`src/rtl/rtc_adj_sched_pkg.sv`:
```
// ----------------------------------------------------------------------------
// rtc_adj_sched_pkg
//   Shared definitions for the RTC adjustment scheduler: adjustment type
//   codes, scheduler FSM states, the request bundle and a validity helper.
// ----------------------------------------------------------------------------
package rtc_adj_sched_pkg;

  typedef enum logic [1:0] {
    ADJ_OFST = 2'b00,  // offset load (sc + ns)
    ADJ_TICK = 2'b01,  // tick increment update
    ADJ_CLR  = 2'b10,  // RTC clear
    ADJ_RSV  = 2'b11   // reserved, always rejected
  } adj_type_e;

  typedef enum logic [2:0] {
    ST_IDLE,
    ST_ARB,
    ST_WAIT_WIN,
    ST_ISSUE,
    ST_SETTLE
  } sched_state_e;

  typedef struct packed {
    adj_type_e    typ;
    logic [47:0]  sc;
    logic [29:0]  ns;
    logic [31:0]  tick;
  } adj_req_t;

  localparam logic [29:0] NS_PER_SEC = 30'd1_000_000_000;
  localparam logic [31:0] NS_LAST    = 32'd999_999_999;

  // A request is rejected for the reserved type or an out-of-range ns field.
  function automatic logic req_valid(input adj_req_t r);
    return (r.typ != ADJ_RSV) && (r.ns < NS_PER_SEC);
  endfunction

endpackage

```
`src/rtl/rtc_adj_sched_if.sv`:
```
// ----------------------------------------------------------------------------
// rtc_adj_sched_if
//   One adjustment requester (host register path or servo).
//   req   level request, held until ack
//   typ   adjustment type
//   sc    seconds offset
//   ns    nanoseconds offset
//   tick  tick increment
//   ack   1-cycle: request consumed (accepted or rejected)
// ----------------------------------------------------------------------------
interface rtc_adj_sched_if;
  import rtc_adj_sched_pkg::*;

  logic        req;
  adj_type_e   typ;
  logic [47:0] sc;
  logic [29:0] ns;
  logic [31:0] tick;
  logic        ack;

  modport master (output req, typ, sc, ns, tick, input ack);
  modport slave  (input req, typ, sc, ns, tick, output ack);
endinterface

```
`src/rtl/rtc_adj_rr_arb.sv`:
```
// ----------------------------------------------------------------------------
// rtc_adj_rr_arb
//   Two-way round-robin arbiter with clear override. Index 0 = host,
//   index 1 = servo.
//   clk, rst   clock, async active-high reset
//   i_req      pending requests
//   i_clr      pending requests that are clears (subset of i_req)
//   i_adv      toggle the round-robin pointer (one per arbitration)
//   o_gnt      granted index
// ----------------------------------------------------------------------------
module rtc_adj_rr_arb (
  input  logic       clk,
  input  logic       rst,
  input  logic [1:0] i_req,
  input  logic [1:0] i_clr,
  input  logic       i_adv,
  output logic       o_gnt
);

  logic r_ptr;  // side favoured on a non-clear tie; starts at host

  // NOTE: every signal assigned in always_comb gets a default first, so no
  // path through the if-chain can leave it unassigned and infer a latch.
  always_comb begin
    o_gnt = 1'b0;
    if (i_clr[0])      o_gnt = 1'b0;     // host clear wins outright
    else if (i_clr[1]) o_gnt = 1'b1;
    else if (&i_req)   o_gnt = r_ptr;
    else               o_gnt = i_req[1];
  end

  // NOTE: state registers use non-blocking assignments so every flop samples
  // pre-edge values regardless of block ordering.
  always_ff @(posedge clk or posedge rst) begin
    if (rst)        r_ptr <= 1'b0;
    else if (i_adv) r_ptr <= ~r_ptr;
  end

endmodule

```
`src/rtl/rtc_adj_sched.sv`:
```
// ----------------------------------------------------------------------------
// rtc_adj_sched
//   Schedules RTC adjustments from the host and the servo. Offset loads and
//   clears are held off while rtc_ns_i is near the second rollover; one
//   adjustment in flight, followed by a settle period.
//   clk, rst         clock, async active-high reset
//   rtc_ns_i         current RTC ns field
//   host, srv        requester interfaces (slave side)
//   rtc_ofst_sc_o    offset seconds (holds last issued value)
//   rtc_ofst_ns_o    offset ns (holds last issued value)
//   rtc_tick_inc_o   tick increment (persistent)
//   rtc_load_o       1-cycle offset-load strobe
//   rtc_clear_o      1-cycle clear strobe
//   busy_o           scheduler not idle
//   err_o            1-cycle: request rejected
//   forced_o         sticky: a load was issued on wait timeout
// ----------------------------------------------------------------------------
module rtc_adj_sched
  import rtc_adj_sched_pkg::*;
#(
  parameter logic [31:0] GUARD_NS     = 32'd1000,
  parameter logic [7:0]  SETTLE_CYC   = 8'd8,
  parameter logic [15:0] WAIT_MAX     = 16'd4096,
  parameter logic [31:0] TICK_INC_RST = 32'h1999_999a
) (
  input  logic           clk,
  input  logic           rst,
  input  logic [29:0]    rtc_ns_i,
  rtc_adj_sched_if.slave host,
  rtc_adj_sched_if.slave srv,
  output logic [47:0]    rtc_ofst_sc_o,
  output logic [29:0]    rtc_ofst_ns_o,
  output logic [31:0]    rtc_tick_inc_o,
  output logic           rtc_load_o,
  output logic           rtc_clear_o,
  output logic           busy_o,
  output logic           err_o,
  output logic           forced_o
);

  sched_state_e r_state;
  logic         r_gnt;
  adj_type_e    r_hold_typ;
  logic [47:0]  r_hold_sc;
  logic [29:0]  r_hold_ns;
  logic [15:0]  r_wait_cnt;
  logic [7:0]   r_settle_cnt;
  logic         r_host_ack, r_srv_ack;
  logic [47:0]  r_ofst_sc;
  logic [29:0]  r_ofst_ns;
  logic [31:0]  r_tick_inc;
  logic         r_load, r_clear, r_busy, r_err, r_forced;

  logic [1:0]   w_req, w_clr;
  logic         w_gnt, w_adv, w_safe;
  logic [31:0]  w_ns_ext;
  adj_req_t     w_cand;

  // A requester whose ack is on the wire this cycle still shows req (it only
  // sees ack at this edge); mask it so IDLE does not re-arbitrate it.
  assign w_req = {srv.req & ~r_srv_ack, host.req & ~r_host_ack};
  assign w_clr = w_req & {srv.typ == ADJ_CLR, host.typ == ADJ_CLR};
  assign w_adv = (r_state == ST_ARB) && (|w_req);

  rtc_adj_rr_arb u_arb (
    .clk   (clk),
    .rst   (rst),
    .i_req (w_req),
    .i_clr (w_clr),
    .i_adv (w_adv),
    .o_gnt (w_gnt)
  );

  always_comb begin
    w_cand = '{typ: host.typ, sc: host.sc, ns: host.ns, tick: host.tick};
    if (w_gnt) w_cand = '{typ: srv.typ, sc: srv.sc, ns: srv.ns, tick: srv.tick};
  end

  // Safe window keeps offset loads clear of the ns wrap on both sides.
  assign w_ns_ext = {2'b00, rtc_ns_i};
  assign w_safe   = (w_ns_ext >= GUARD_NS) && (w_ns_ext < (NS_LAST - GUARD_NS));

  // NOTE: every register, holding regs included, is reset so nothing
  // downstream ever observes X after rst.
  always_ff @(posedge clk or posedge rst) begin
    if (rst) begin
      r_state      <= ST_IDLE;
      r_gnt        <= 1'b0;
      r_hold_typ   <= ADJ_OFST;
      r_hold_sc    <= '0;
      r_hold_ns    <= '0;
      r_wait_cnt   <= '0;
      r_settle_cnt <= '0;
      r_host_ack   <= 1'b0;
      r_srv_ack    <= 1'b0;
      r_ofst_sc    <= '0;
      r_ofst_ns    <= '0;
      r_tick_inc   <= TICK_INC_RST;
      r_load       <= 1'b0;
      r_clear      <= 1'b0;
      r_busy       <= 1'b0;
      r_err        <= 1'b0;
      r_forced     <= 1'b0;
    end else begin
      // Strobes are single-cycle unless re-asserted below.
      r_host_ack <= 1'b0;
      r_srv_ack  <= 1'b0;
      r_load     <= 1'b0;
      r_clear    <= 1'b0;
      r_err      <= 1'b0;

      case (r_state)
        ST_IDLE: begin
          if (|w_req) begin
            r_state <= ST_ARB;
            r_busy  <= 1'b1;
          end
        end

        ST_ARB: begin
          if (!(|w_req)) begin
            // Request withdrawn before arbitration: never served.
            r_state <= ST_IDLE;
            r_busy  <= 1'b0;
          end else begin
            r_gnt      <= w_gnt;
            r_hold_typ <= w_cand.typ;
            r_hold_sc  <= w_cand.sc;
            r_hold_ns  <= w_cand.ns;
            if (!req_valid(w_cand)) begin
              r_host_ack <= ~w_gnt;
              r_srv_ack  <= w_gnt;
              r_err      <= 1'b1;
              r_state    <= ST_IDLE;
              r_busy     <= 1'b0;
            end else if (w_cand.typ == ADJ_TICK) begin
              // Tick updates cannot race the wrap; issue straight away.
              r_host_ack <= ~w_gnt;
              r_srv_ack  <= w_gnt;
              r_tick_inc <= w_cand.tick;
              r_state    <= ST_ISSUE;
            end else begin
              r_wait_cnt <= '0;
              r_state    <= ST_WAIT_WIN;
            end
          end
        end

        ST_WAIT_WIN: begin
          if (w_safe || (r_wait_cnt == WAIT_MAX)) begin
            if (!w_safe) r_forced <= 1'b1;
            r_host_ack <= ~r_gnt;
            r_srv_ack  <= r_gnt;
            if (r_hold_typ == ADJ_OFST) begin
              r_ofst_sc <= r_hold_sc;
              r_ofst_ns <= r_hold_ns;
              r_load    <= 1'b1;
            end else begin
              r_clear   <= 1'b1;
            end
            r_state <= ST_ISSUE;
          end else if (r_wait_cnt != 16'hFFFF) begin
            r_wait_cnt <= r_wait_cnt + 16'd1;
          end
        end

        ST_ISSUE: begin
          r_settle_cnt <= SETTLE_CYC - 8'd1;
          r_state      <= ST_SETTLE;
        end

        ST_SETTLE: begin
          if (r_settle_cnt == 8'd0) begin
            r_state <= ST_IDLE;
            r_busy  <= 1'b0;
          end else begin
            r_settle_cnt <= r_settle_cnt - 8'd1;
          end
        end

        default: begin
          r_state <= ST_IDLE;
          r_busy  <= 1'b0;
        end
      endcase
    end
  end

  assign host.ack       = r_host_ack;
  assign srv.ack        = r_srv_ack;
  assign rtc_ofst_sc_o  = r_ofst_sc;
  assign rtc_ofst_ns_o  = r_ofst_ns;
  assign rtc_tick_inc_o = r_tick_inc;
  assign rtc_load_o     = r_load;
  assign rtc_clear_o    = r_clear;
  assign busy_o         = r_busy;
  assign err_o          = r_err;
  assign forced_o       = r_forced;

endmodule

```
`src/flat_wrapper.sv`:
```
// flat-port wrapper written by rule: the top's interface ports become plain ports
module rtc_adj_sched_flat import rtc_adj_sched_pkg::*;
#(
  parameter logic [31:0] GUARD_NS     = 32'd1000,
  parameter logic [7:0]  SETTLE_CYC   = 8'd8,
  parameter logic [15:0] WAIT_MAX     = 16'd4096,
  parameter logic [31:0] TICK_INC_RST = 32'h1999_999a
)
  (clk, rst, rtc_ns_i, rtc_ofst_sc_o, rtc_ofst_ns_o, rtc_tick_inc_o, rtc_load_o, rtc_clear_o, busy_o, err_o, forced_o, host_req, host_typ, host_sc, host_ns, host_tick, host_ack, srv_req, srv_typ, srv_sc, srv_ns, srv_tick, srv_ack);
  rtc_adj_sched_if host_i ();
  rtc_adj_sched_if srv_i ();
  input  logic clk;
  input  logic rst;
  input  logic [29:0] rtc_ns_i;
  output logic [47:0] rtc_ofst_sc_o;
  output logic [29:0] rtc_ofst_ns_o;
  output logic [31:0] rtc_tick_inc_o;
  output logic rtc_load_o;
  output logic rtc_clear_o;
  output logic busy_o;
  output logic err_o;
  output logic forced_o;
  input wire logic [$bits(host_i.req)-1:0] host_req;
  input wire logic [$bits(host_i.typ)-1:0] host_typ;
  input wire logic [$bits(host_i.sc)-1:0] host_sc;
  input wire logic [$bits(host_i.ns)-1:0] host_ns;
  input wire logic [$bits(host_i.tick)-1:0] host_tick;
  output wire logic [$bits(host_i.ack)-1:0] host_ack;
  input wire logic [$bits(srv_i.req)-1:0] srv_req;
  input wire logic [$bits(srv_i.typ)-1:0] srv_typ;
  input wire logic [$bits(srv_i.sc)-1:0] srv_sc;
  input wire logic [$bits(srv_i.ns)-1:0] srv_ns;
  input wire logic [$bits(srv_i.tick)-1:0] srv_tick;
  output wire logic [$bits(srv_i.ack)-1:0] srv_ack;
  assign host_i.req = host_req;
  assign host_i.typ = host_typ;
  assign host_i.sc = host_sc;
  assign host_i.ns = host_ns;
  assign host_i.tick = host_tick;
  assign host_ack = host_i.ack;
  assign srv_i.req = srv_req;
  assign srv_i.typ = srv_typ;
  assign srv_i.sc = srv_sc;
  assign srv_i.ns = srv_ns;
  assign srv_i.tick = srv_tick;
  assign srv_ack = srv_i.ack;
  rtc_adj_sched #(.GUARD_NS(GUARD_NS), .SETTLE_CYC(SETTLE_CYC), .WAIT_MAX(WAIT_MAX), .TICK_INC_RST(TICK_INC_RST)) u_core (.clk(clk), .rst(rst), .rtc_ns_i(rtc_ns_i), .host(host_i), .srv(srv_i), .rtc_ofst_sc_o(rtc_ofst_sc_o), .rtc_ofst_ns_o(rtc_ofst_ns_o), .rtc_tick_inc_o(rtc_tick_inc_o), .rtc_load_o(rtc_load_o), .rtc_clear_o(rtc_clear_o), .busy_o(busy_o), .err_o(err_o), .forced_o(forced_o));
endmodule
```
`config.mk`:
```
export PLATFORM = sky130hd
export DESIGN_NAME = rtc_adj_sched_flat
export DESIGN_NICKNAME = d
export VERILOG_FILES = /design/src/rtl/rtc_adj_sched_pkg.sv /design/src/rtl/rtc_adj_sched_if.sv /design/src/rtl/rtc_adj_rr_arb.sv /design/src/rtl/rtc_adj_sched.sv /design/src/flat_wrapper.sv
export SDC_FILE = /design/constraint.sdc
export NUM_CORES = 1
export LEC_CHECK = 0
export CORE_AREA = 2 2 181 147
export CTS_BUF_LIST = sky130_fd_sc_hd__clkbuf_8
export CTS_CLUSTER_DIAMETER = 30
export DETAILED_ROUTE_END_ITERATION = 8
export DIE_AREA = 0 0 183 149
export GPL_ROUTABILITY_DRIVEN = 0
export HOLD_SLACK_MARGIN = 0.05
export PLACE_DENSITY_LB_ADDON = 0.08
export SLEW_MARGIN = 20
export SYNTH_ARGS = -nofsm -noshare
export SYNTH_HDL_FRONTEND = slang
export SYNTH_HIERARCHICAL = 1
export SYNTH_SLANG_ARGS = --single-unit
```
`constraint.sdc`:
```
create_clock -name clk -period 8.3 [get_ports clk]
set_clock_uncertainty 0.15 [all_clocks]
set_input_delay 1.66 -clock clk [delete_from_list [all_inputs] [get_ports clk]]
set_output_delay 1.66 -clock clk [all_outputs]
set_load 0.05 [all_outputs]
```
# [After elaboration in Yosys (flattened, before gate mapping)]
# Index checks and enable logic that the tools add are counted.
[classes] n_addsub=2 mul=0 n_div=0 order_cmp=3 n_eq_ne=20 shift=0 n_mux=43 bitwise_logic=10 reduce_logical=20
[op_table] operator="112-bit 2-to-1 mux" count=1
[op_table] operator="16-bit 2-to-1 mux" count=5
[op_table] operator="30-bit < comparator, second input constant" count=2
[op_table] operator="16-bit one-hot mux with 2 select lines" count=1
[op_table] operator="30-bit by 10-bit greater-or-equal comparator with 1-bit output, second input constant" count=1
[op_table] operator="1-bit 2-to-1 mux" count=25
[op_table] operator="16-bit by 1-bit adder with 16-bit output, second input constant" count=1
[op_table] operator="16-bit by 13-bit == test with 1-bit output, second input constant" count=1
[op_table] operator="16-bit != test, second input constant" count=1
[op_table] operator="8-bit one-hot mux with 2 select lines" count=1
[op_table] operator="3-bit 2-to-1 mux" count=5
[op_table] operator="3-bit one-hot mux with 5 select lines" count=1
[op_table] operator="2-bit != test, second input constant" count=6
[op_table] operator="3-bit AND reduction" count=3
[op_table] operator="8-bit zero test" count=1
[op_table] operator="8-bit 2-to-1 mux" count=1
[op_table] operator="2-bit by 1-bit != test with 1-bit output, second input constant" count=4
[op_table] operator="4-bit AND reduction" count=2
[op_table] operator="8-bit by 1-bit subtractor with 8-bit output, second input constant" count=1
[op_table] operator="1-bit inverter" count=7
[op_table] operator="3-bit by 2-bit == test with 1-bit output, second input constant" count=2
[op_table] operator="2-bit AND reduction" count=3
[op_table] operator="6-bit AND reduction" count=1
[op_table] operator="2-bit == test, second input constant" count=2
[op_table] operator="other kinds (14)" count=20
[word_totals] regBits=226 latchBits=0 ramBits=0 romBits=0 inputBits=258 output_inout_bits=117 word_cells=116 n_memories=0

# [Depth between registers and ports, before layout]
[logic_depth] ltp_word=12 ltp_mapped=12 mapped_depth_nobuf=10

# [Hierarchy]
# Netlist, hierarchy kept.
[modules_own_cells] mod="rtc_adj_sched" instances=1 cells_per_inst=897 area_per_inst_um2=10515.1 seq_area_each_um2=5649.2
[modules_own_cells] mod="rtc_adj_rr_arb" instances=1 cells_per_inst=6 area_per_inst_um2=57.6 seq_area_each_um2=25.0

# [Worst setup path after synthesis]
# Ideal clock, no wire load.
[synth_timing] path_kind="in2reg" startpoint="in srv_req" endpoint="reg u_core.r_tick_inc[21] (netlist: u_core/rtc_tick_inc_o[21])" setup_time_ps=125 arrival_time_ps=4116 t_required_ps=8025 setup_slack_ps=3910 stages=12 path_buffers=2 path_cell_list="nand2b_1 -> nor3b_1 -> nor2_1 -> a211oi_2 -> buf_2 -> nor3b_1 -> a22oi_1 -> a32oi_1 -> o21ai_1 -> nor4_4 -> buf_4 -> mux2_2"
[synth_between] elab_cells_between_ends=13 cone_classes="order compare (1); eq/ne (2); mux (4); bitwise (2); reduce/logical (4)"
[synth_rtl] element="from (decl)" line_no="flat_wrapper.sv:29" source="input wire logic [$bits(srv_i.req)-1:0] srv_req;"
[synth_rtl] element="1-bit AND (*)" line_no="rtc_adj_sched.sv:61" source="assign w_req = {srv.req & ~r_srv_ack, host.req & ~r_host_ack};"
[synth_rtl] element="2-bit AND (*)" line_no="rtc_adj_sched.sv:62" source="assign w_clr = w_req & {srv.typ == ADJ_CLR, host.typ == ADJ_CLR};"
[synth_rtl] element="named net u_core.w_clr[1]" line_no="rtc_adj_sched.sv:54" source="logic [1:0] w_req, w_clr;"
[synth_rtl] element="1-bit 2-to-1 mux (*)" line_no="rtc_adj_rr_arb.sv:27" source="else if (i_clr[1]) o_gnt = 1'b1;"
[synth_rtl] element="1-bit 2-to-1 mux (*)" line_no="rtc_adj_rr_arb.sv:26" source="if (i_clr[0]) o_gnt = 1'b0;"
[synth_rtl] element="named net u_core.w_gnt" line_no="rtc_adj_sched.sv:55" source="logic w_gnt, w_adv, w_safe;"
[synth_rtl] element="112-bit 2-to-1 mux (*)" line_no="rtc_adj_sched.sv:76" source="if (w_gnt) w_cand = '{typ: srv.typ, sc: srv.sc, ns: srv.ns, tick: srv.tick};"
[synth_rtl] element="30-bit < comparator / 2-bit != test (equally long branches)" line_no="rtc_adj_sched_pkg.sv:35" source="return (r.typ != ADJ_RSV) && (r.ns < NS_PER_SEC);"
[synth_rtl] element="1-bit logical AND" line_no="rtc_adj_sched_pkg.sv:35"
[synth_rtl] element="4-bit AND reduction (no line)"
[synth_rtl] element="to (signal assigned)" line_no="rtc_adj_sched.sv:140" source="r_tick_inc <= w_cand.tick;"
[synth_rtl] element="to (decl)" line_no="rtc_adj_sched.sv:51" source="logic [31:0] r_tick_inc;"
# Mark *: on every way through the listed nets, which the timed path passes. The rest lies on a longest branch.
# A chain may end at the register's enable or synchronous reset.

# [Worst setup path in the final report]
[layout_timing] startpoint="in srv_req" endpoint="reg u_core.r_tick_inc[9] (netlist: u_core/rtc_tick_inc_o[9])"
# Same word-level chain as after synthesis.

==> impl_metrics.csv <==
group,metric,value,unit
clocking,postCtsSetupRepairBufs,0,
clocking,htreeDepth,2,
power,p_comb_share,45.6,%
timing,hold_violations,0,
timing,slew_headroom,35.0,%
synthesis,ys_warn_count,6,
synthesis,seq_area_frac_synth,53.7,%
clocking,cts_tree,"done",
flow_run,drv_cap,0,
place,dpl.cell_count,1567,
timing,fmax,183,MHz
worst_setup_path,crit_chain,"clkdlybuf4s50_1, nand2b_1, nor3b_1, nor2_1, a211oi_4, buf_4, nor2b_1, a22oi_1, a31o_2, o21ai_1, nor4_4, buf_4, mux2_2",
cells_and_area,fin_nets,1551,
synthesis,synthMuxAreaShare,22.7,%
timing,setup_violations,0,
floorplanning,ios,375,
timing,grt_setup_unrepaired,"false",
synthesis,synthXorXnorAreaFrac,0.580,%
timing,maxSlewViolCount,0,
power,pwr-share-seq,31.1,%
synthesis,synthTopCellsByArea,"dfrtp_1, mux2_2, mux2i_1",
clocking,cts_resized,0,
clocking,cts_sinks,226,
cells_and_area,drive_gt1_share,19.8,%
place,hpwl,20200,microns
synthesis,syn-instance-count,903,
detailed_routing,vias_per_cell,4.99,
synthesis,netlist_area,10600,sq um
min_path,min_path_type,"flip-flop to flip-flop",
power,power.switching,2.41,mW
timing,setup_tns,0,ps
synthesis,ys.flop_type,"dfrtp_1",
cells_and_area,fill_cells,2133,
synthesis,synth_fa_ha_area_share,0.473,%
floorplanning,core_area,25700,sq um
synthesis,synth_top_area_share,49.9,%
clocking,clkTransAtPathRegs,50,ps
synthesis,synth_edf_count,0,
synthesis,synth_compound_area_share,9.34,%
synthesis,async_flop_share,100,%
power,p_leak,6.91,nW
grt,grt_antenna_before_repair,1,
timing,worstMarginPinSlew,976,ps
worst_setup_path,r2r_cells,12,
synthesis,yosysMostFrequentCell,"dfrtp_1",
clocking,clock_latency,550,ps
run_status,status,"complete, no violations",
detailed_routing,drt_iter0_drc,468,
grt,first_global_vias,8444,
place,portBuffers,374,
worst_setup_path,worstSetupStartpointType,"input port",
worst_setup_path,crit_type,"input port to flip-flop",
cells_and_area,layout.cells.non_filler,1662,
synthesis,yosys-top-cells-count,"dfrtp_1, mux2_2, nand2_1, o21ai_0, mux2i_1",
worst_setup_path,slowest_stage,"buf_4",
detailed_routing,wl_per_cell,17.1,microns
synthesis,yosys.area_share.simple,10.3,%
synthesis,syn-num-nets,1165,
synthesis,avgSynthCellArea,11.7,sq um
power,swShare,40.8,%
floorplanning,die_h,149,microns
detailed_routing,vias,8301,
timing,fin_crit,5450,ps
synthesis,ys_types,61,
grt,grt_max_degree,106,
worst_setup_path,critPathArrivalTime,5730,ps
synthesis,synth_top_family_by_area,"multiplexers",
worst_setup_path,cpPeakStageDelay,670,ps
cells_and_area,syn2layout_area_growth,49.4,%
clocking,hold_buffers,0,
cells_and_area,final_core_util,61.4,%
grt,grt_usage,20.5,%
power,p_int,3.50,mW
min_path,hold_depth,1,
floorplanning,fp.dieW,183,microns
grt,grt_overflow_total,0,
worst_setup_path,critPathCaptureType,"flip-flop",
grt,grt_pass1_wl,44800,microns
worst_setup_path,required,8580,ps
timing,worst_slack,2850,ps
clocking,numCtsBuffers,50,
detailed_routing,drt_pre_antenna_iters,4,
place,post_dp_cell_area,14600,sq um
timing,finalCritPeriodShare,65.7,%
power,power.density_cell_area,374,nW/um^2
power,ir_worst_vdd,238,uV
clocking,cts-root-buf,"clkbuf_8",
detailed_routing,ant_nets,0,
place,dpl_worst_slack,2270,ps
floorplanning,dieArea,27300,sq um
detailed_routing,drc_errors,0,
synthesis,synth.ff_latch_count,226,
worst_setup_path,worst-path-max-fanout,45,
clocking,cts_max_path_buffers,3,
floorplanning,rows,53,
timing,whs,305,ps
synthesis,yosys.area.top_type,"dfrtp_1",
floorplanning,start_util,41.1,%
power,clkPwrFrac,23.4,%
worst_setup_path,crit_path_frequent_cell,"buf_4",
detailed_routing,wirelength,28400,microns
power,finalPower,5.91,mW
cells_and_area,design_area,15800,sq um
## final timing paths
| kind | slack (ps) | start | to |
|---|---|---|---|
| worst min-delay path | 310 | u_core/r_gnt | u_core/host.ack |
| max in group asynchronous | 5180 | rst | u_core/rtc_ofst_ns_o[10] |
| worst max register to register | 3940 | u_core/srv.ack | u_core/rtc_tick_inc_o[9] |
| worst max-delay path | 2850 | srv_req | u_core/rtc_tick_inc_o[9] |
| worst min register to register | 310 | u_core/r_gnt | u_core/host.ack |
| min in group asynchronous | 1250 | rst | u_core/u_arb/r_ptr |
## power groups by stage
stage | registers (mW) | clock network [mW] | logic, mW
2_1_floorplan | 2.68 | 0 | 0.960
3_3_place_gp | 1.83 | 0 | 2.68
3_5_place_dp | 1.85 | 0 | 2.71
4_1_cts | 1.84 | 1.42 | 2.72
5_1_grt | 1.90 | 1.48 | 2.88
6_report | 1.84 | 1.38 | 2.69
## layer usage
metal / vias to the layer above / GRT usage (%) / share of wire, % / wire [microns]
met5: - / 0 / 0 / 0
met4: 0 / 4.88 / 0.88 / 249
met3: 30 / 5.93 / 7.3 / 2070
met2: 281 / 33.8 / 48 / 13700
met1: 3943 / 26.9 / 43 / 12300
li1: 4047 / - / - / -
## logic make-up after synthesis
group	count (synthesis)
AND/OR/NAND/NOR	224
AO/OA/AOI/OAI	153
multiplexers	219
flip-flops	226
XOR/XNOR	7
buffers and inverters	70
adder cells (fa/ha/maj)	4
## cell usage in the layout (no fill, tap or decap), types with 9 or more instances in the layout
| cell | Yosys | final |
|---|---|---|
| mux2i_1 | 77 | 77 |
| clkbuf_8 | 0 | 61 |
| o21ai_0 | 88 | 88 |
| nor2_1 | 25 | 25 |
| mux2_4 | 9 | 9 |
| nand3_1 | 22 | 22 |
| dfstp_2 | 15 | 15 |
| buf_4 | 4 | 11 |
| nor4_1 | 16 | 16 |
| a21oi_1 | 11 | 11 |
| nand2_1 | 98 | 97 |
| clkinv_2 | 0 | 9 |
| inv_1 | 19 | 27 |
| dfrtp_1 | 211 | 211 |
| mux2_2 | 132 | 132 |
| clkdlybuf4s50_1 | 0 | 374 |
| nor3_1 | 15 | 15 |
## registers in the layout (all words and copies together) (netlist names)
register               count
u_core/busy_o              1
u_core/err_o               1
u_core/forced_o            1
u_core/host.ack            1
u_core/r_gnt               1
u_core/r_hold_ns          30
u_core/r_hold_sc          48
u_core/r_hold_typ          2
u_core/r_settle_cnt        8
u_core/r_state             3
u_core/r_wait_cnt         16
u_core/rtc_clear_o         1
u_core/rtc_load_o          1
u_core/rtc_ofst_ns_o      30
u_core/rtc_ofst_sc_o      48
u_core/rtc_tick_inc_o     32
u_core/srv.ack             1
u_core/u_arb/r_ptr         1
## critical path, delay by kind of cell
kind                   cells  cell delay (ps)
AND/OR/NAND/NOR            5              920
buffers and inverters      3             1540
AO/OA/AOI/OAI              4             1190
multiplexers               1              390
## area by class of cell
| class | count | area, sq um | area share [%] |
|---|---|---|---|
| diodes | 1 | 2.50 | 0.0158 |
| clock buffers | 61 | 840 | 5.32 |
| clock inverters | 33 | 330 | 2.09 |
| inverters | 19 | 78.8 | 0.499 |
| multi-input cells | 607 | 4630 | 29.3 |
| flip-flops and latches | 226 | 5670 | 35.9 |
| well taps | 330 | 413 | 2.61 |
| repair buffers | 385 | 3830 | 24.2 |
Note: power is estimated with default switching activity, not from simulation.
